==> src/rtl/menu_line_fetcher.sv <==
// Menu overlay line fetcher: walks the text buffer once per scanline,
// fetches glyph rows into a back line buffer and renders from the front one.
module menu_line_fetcher #(
    parameter logic [10:0] TEXT_BASE = 11'h000,
    parameter logic [10:0] FONT_BASE = 11'h400,
    parameter int          ROWS      = 28
) (
    input  logic        clk,
    input  logic        reset,
    input  logic        enable,
    input  logic        line_start,
    input  logic [7:0]  line_y,
    input  logic [7:0]  pix_x,
    output logic        pix_on,
    output logic        busy,
    output logic        overrun,
    output logic        mem_ce,
    output logic [10:0] mem_addr,
    input  logic [7:0]  mem_dout
);

    typedef enum logic [1:0] {
        IDLE,
        CHAR,
        GLYPH,
        STORE
    } state_t;

    localparam logic [8:0] LAST_LINE = 9'(ROWS * 8);

    state_t      state;
    logic [7:0]  front [0:31];
    logic [7:0]  back  [0:31];
    logic [4:0]  row;
    logic [4:0]  col;
    logic [2:0]  yrow;
    logic        inv;
    logic [10:0] last_addr;
    logic        blank_line;

    assign blank_line = ({1'b0, line_y} >= LAST_LINE);

    // The glyph address must reach the RAM in the same cycle the character
    // code comes back, so the port B address is decoded from the state.
    always_comb begin
        mem_ce   = 1'b0;
        mem_addr = last_addr;
        if (enable) begin
            unique case (state)
                CHAR: begin
                    mem_ce   = 1'b1;
                    mem_addr = TEXT_BASE + {1'b0, row, col};
                end
                GLYPH: begin
                    mem_ce   = 1'b1;
                    mem_addr = FONT_BASE + {1'b0, mem_dout[6:0], yrow};
                end
                default: ;
            endcase
        end
    end

    always_ff @(posedge clk or posedge reset) begin
        if (reset) begin
            state     <= IDLE;
            busy      <= 1'b0;
            overrun   <= 1'b0;
            pix_on    <= 1'b0;
            row       <= '0;
            col       <= '0;
            yrow      <= '0;
            inv       <= 1'b0;
            last_addr <= '0;
            for (int i = 0; i < 32; i++) begin
                front[i] <= 8'h00;
                back[i]  <= 8'h00;
            end
        end else begin
            overrun <= 1'b0;
            pix_on  <= enable & front[pix_x[7:3]][pix_x[2:0]];
            if (mem_ce)
                last_addr <= mem_addr;

            if (line_start) begin
                // A half-fetched line is never shown
                overrun <= busy;
                for (int i = 0; i < 32; i++)
                    front[i] <= busy ? 8'h00 : back[i];
                row  <= line_y[7:3];
                yrow <= line_y[2:0];
                col  <= '0;
                if (!enable || blank_line) begin
                    for (int i = 0; i < 32; i++)
                        back[i] <= 8'h00;
                    state <= IDLE;
                    busy  <= 1'b0;
                end else begin
                    state <= CHAR;
                    busy  <= 1'b1;
                end
            end else if (busy && !enable) begin
                for (int i = 0; i < 32; i++)
                    back[i] <= 8'h00;
                state <= IDLE;
                busy  <= 1'b0;
            end else begin
                unique case (state)
                    CHAR: state <= GLYPH;
                    GLYPH: begin
                        inv   <= mem_dout[7];
                        state <= STORE;
                    end
                    STORE: begin
                        back[col] <= mem_dout ^ {8{inv}};
                        if (col == 5'd31) begin
                            state <= IDLE;
                            busy  <= 1'b0;
                        end else begin
                            col   <= col + 5'd1;
                            state <= CHAR;
                        end
                    end
                    default: ;
                endcase
            end
        end
    end

endmodule
==> config.mk <==
export PLATFORM = sky130hd
export DESIGN_NAME = menu_line_fetcher
export DESIGN_NICKNAME = d
export VERILOG_FILES = /design/src/rtl/menu_line_fetcher.sv
export SDC_FILE = /design/constraint.sdc
export NUM_CORES = 1
export LEC_CHECK = 0
export CORE_UTILIZATION = 55
export CTS_CLUSTER_DIAMETER = 100
export DETAILED_ROUTE_END_ITERATION = 8
export PLACE_DENSITY = 0.81
export SYNTH_ARGS = -nofsm -noshare
export SYNTH_HDL_FRONTEND = slang
export SYNTH_SLANG_ARGS = --single-unit
==> constraint.sdc <==
create_clock -name clk -period 39.6 [get_ports clk]
set_input_delay 5.94 -clock clk [delete_from_list [all_inputs] [get_ports clk]]
set_output_delay 5.94 -clock clk [all_outputs]
set_load 0.01 [all_outputs]
==> results.py <==
metrics = {
    "outcome": {
        "outcome": "complete, no violations",
    },
    "clock_network": {
        "cts_tree": "done",
        "clockBufferDepth": 3,
        "clock_latency_ns": 0.60,
        "hold_buffers": 0,
        "cts_buffers": 52,
        "clock_sinks": 542,
        "cts_resized": 0,
        "cts_root_buffer": "clkbuf_16",
        "cts_setup_buffers": 0,
        "cts_max_level": 2,
        "path_clk_slew_ns": 0.06,
    },
    "logic_synthesis": {
        "synth-xor-area-share_pct": 0.411,
        "syn_nets": 2291,
        "seq_area_frac_synth_pct": 57.9,
        "ys_warn_count": 0,
        "synthSimpleGateAreaFrac_pct": 10.2,
        "synth.avg_cell_area_um2": 10.4,
        "ys.flop_type": "dfrtp_1",
        "netlist.area_leader.share_pct": 57.9,
        "synth_seq_cells": 542,
        "synth-compound-area-share_pct": 16.9,
        "ys_types": 62,
        "yosysMostFrequentCell": "dfrtp_1",
        "synthAdderAreaFrac_pct": 0.427,
        "syn_area_mm2": 0.0234,
        "muxShareOfSynthArea_pct": 6.89,
        "synth_edf_count": 0,
        "netlist_top_cells_count": "dfrtp_1 (542), nand2_1 (463), inv_1 (267)",
        "synthCells": 2255,
        "ys_async_sr_fraction_pct": 100,
        "synth_top_cell_by_area": "dfrtp_1",
        "synth_top_family_by_area": "compound AO/OA/AOI/OAI gates",
        "synthTopCellsByArea": "dfrtp_1 (58%), nand2_1 (7.4%), o21ai_0 (5.2%)",
    },
    "job": {
        "drv_cap": 0,
    },
    "floorplan": {
        "die_w_um": 208,
        "coreArea_mm2": 0.0419,
        "dieArea_mm2": 0.0434,
        "num_rows": 75,
        "pin_count": 43,
        "initial_core_util_pct": 55.9,
        "die_h_um": 208,
    },
    "detailed_routing": {
        "vias": 17300,
        "drc": 0,
        "routed_wl_um": 60800,
        "drtPass1Iterations": 8,
        "viasPerCell": 6.18,
        "wl_per_cell_um": 21.7,
        "drtIter0Drc": 1915,
        "ant_nets": 0,
    },
    "timing": {
        "worst_pin_slew_ns": 1.20,
        "hold_viol": 0,
        "final.period_utilization_pct": 35.7,
        "slew_headroom_pct": 19.9,
        "slew_viol_final": 0,
        "finalCriticalPeriod_ns": 14.14,
        "rsz0062_at_grt": "false",
        "tns_ns": 0,
        "setup_viol_count_final": 0,
        "fmax_ghz": 0.0707,
        "clock_skew_ns": 0.0129,
        "whs_ns": 0.474,
        "setup_ws_ns": 25.46,
    },
    "power": {
        "p_seq_share_pct": 47.3,
        "p_comb_share_pct": 9.2,
        "leakagePower_nw": 11.3,
        "pwr-share-clk_pct": 43.5,
        "vdd_ir_drop_max_v": 0.0000440,
        "cellInternalPower_w": 0.000902,
        "switching_share_pct": 25.1,
        "switchingPower_w": 0.000303,
        "pwr_density_cell_mw_per_mm2": 46.6,
    },
    "setup_path": {
        "r2r_start": "busy",
        "arrival_ns": 8.20,
        "start_kind": "primary input",
        "reg2reg_slack_ns": 36.33,
        "cp_data_required_time_ns": 33.66,
        "worst-path-max-fanout": 34,
        "crit_start": "enable",
        "cp-end-kind": "primary output",
        "criticalPathCategory": "primary input to primary output",
    },
    "worst_hold_path": {
        "hp-start": "last_addr[5]",
        "hp-class": "flip-flop to flip-flop",
    },
    "finish": {
        "design_area_mm2": 0.0258,
        "fin_util_pct": 61.6,
        "syn_to_final_growth_pct": 10.3,
        "post_route_cells_drive_above_1_share_pct": 6.53,
        "final_nets": 2261,
        "n_fill_cell": 3182,
    },
    "global_route": {
        "grt_pass1_wl_um": 97000,
        "antenna_found_initial": 2,
        "grtUsageTotal_pct": 28.6,
        "grt_max_degree": 246,
        "overflow": 0,
        "grt_pass1_vias": 17200,
    },
    "placed_design": {
        "placedInstanceArea_mm2": 0.0240,
        "place_ws_ns": 25.50,
        "hpwl_um": 37500,
        "gp_congestion": 0.920,
        "place.port_buffers": 42,
    },
}
cell families after synthesis:
kind of cell	after synthesis
multiplexers	86
AND/OR/NAND/NOR	573
AO/OA/AOI/OAI	619
XOR/XNOR	11
adder cells (fa/ha/maj)	8
buffers and inverters	416
flip-flops	542
metrics by stage:
stage | cells | total power [W]
floorplan | 2255 | 0.000648
global placement | 2710 | 0.000686
detailed placement | 2710 | 0.000689
CTS | 2804 | 0.00121
global route | 2805 | 0.00124
finish | 2805 | 0.00120
final timing paths:
| path | cells past startpoint | end |
|---|---|---|
| worst min register to register | 2 | last_addr[5] |
| worst max register to register | 5 | back[229] |
| worst max-delay path | 5 | mem_addr[8] |
| max in group asynchronous | 5 | back[221] |
| worst min-delay path | 2 | last_addr[5] |
| min in group asynchronous | 2 | front[30] |
power groups by stage:
| stage | clock network [W] | registers (W) | logic [W] |
|---|---|---|---|
| after floorplan | 0 | 0.000576 | 0.0000725 |
| after global placement | 0 | 0.000580 | 0.000107 |
| after detailed placement | 0 | 0.000580 | 0.000109 |
| after CTS | 0.000527 | 0.000570 | 0.000110 |
| after global routing | 0.000549 | 0.000571 | 0.000119 |
| final | 0.000524 | 0.000570 | 0.000111 |
critical path, stage by stage:
cell and delay (ns):
clkdlybuf4s50_1 0.55, nand2b_1 0.78, nand2_1 0.18, o21ai_0 0.15, clkdlybuf4s50_1 0.59
state kept, by name, indices dropped and copies added, names as in the netlist, 2 cells and up:
signal     count
back         256
col            5
front        256
last_addr     11
row            5
state          2
yrow           3
area by class of cell:
cell class                      count  area, um2  area share, %
Sequential cell                   542      13600           52.5
Timing Repair Buffer               65        616           2.38
Inverter                          267       1010           3.91
Multi-Input combinational cell   1297       8170           31.6
Clock inverter                     22        303           1.17
Clock buffer                       72       1500           5.80
Antenna cell                        1       2.50        0.00969
Tap cell                          539        674           2.61
metal layers:
layer	up-vias	GRT usage (%)	wire length, um
met3	162	5.37	5260
met1	8681	38.4	23900
met4	2	12.5	2440
met2	807	45.7	29200
met5	-	0	10
li1	7696	-	-
cells in the final DEF (no fill, tap or decap), types with 7 or more instances in the layout:
cell / Yosys / routed
and2_1: 13 / 13
nand3_1: 12 / 12
o21ai_1: 16 / 16
mux4_1: 31 / 31
mux4_2: 19 / 19
a22o_1: 130 / 130
inv_1: 267 / 266
clkinvlp_4: 0 / 7
clkinv_2: 0 / 8
nand2b_1: 14 / 14
mux2_2: 9 / 9
clkdlybuf4s50_1: 0 / 39
a21oi_1: 8 / 8
nor3_1: 16 / 16
nand2_1: 463 / 463
o21ai_0: 245 / 245
buf_4: 6 / 22
bufinv_16: 0 / 7
nand4_1: 7 / 7
xor2_1: 10 / 10
a22oi_1: 14 / 14
o22ai_1: 174 / 174
clkbuf_1: 110 / 9
clkbuf_16: 0 / 53
ha_1: 8 / 8
nor2_1: 20 / 20
dfrtp_1: 542 / 541
mux2i_1: 27 / 27
clkbuf_8: 0 / 10
(Power assumes the default switching activity.)
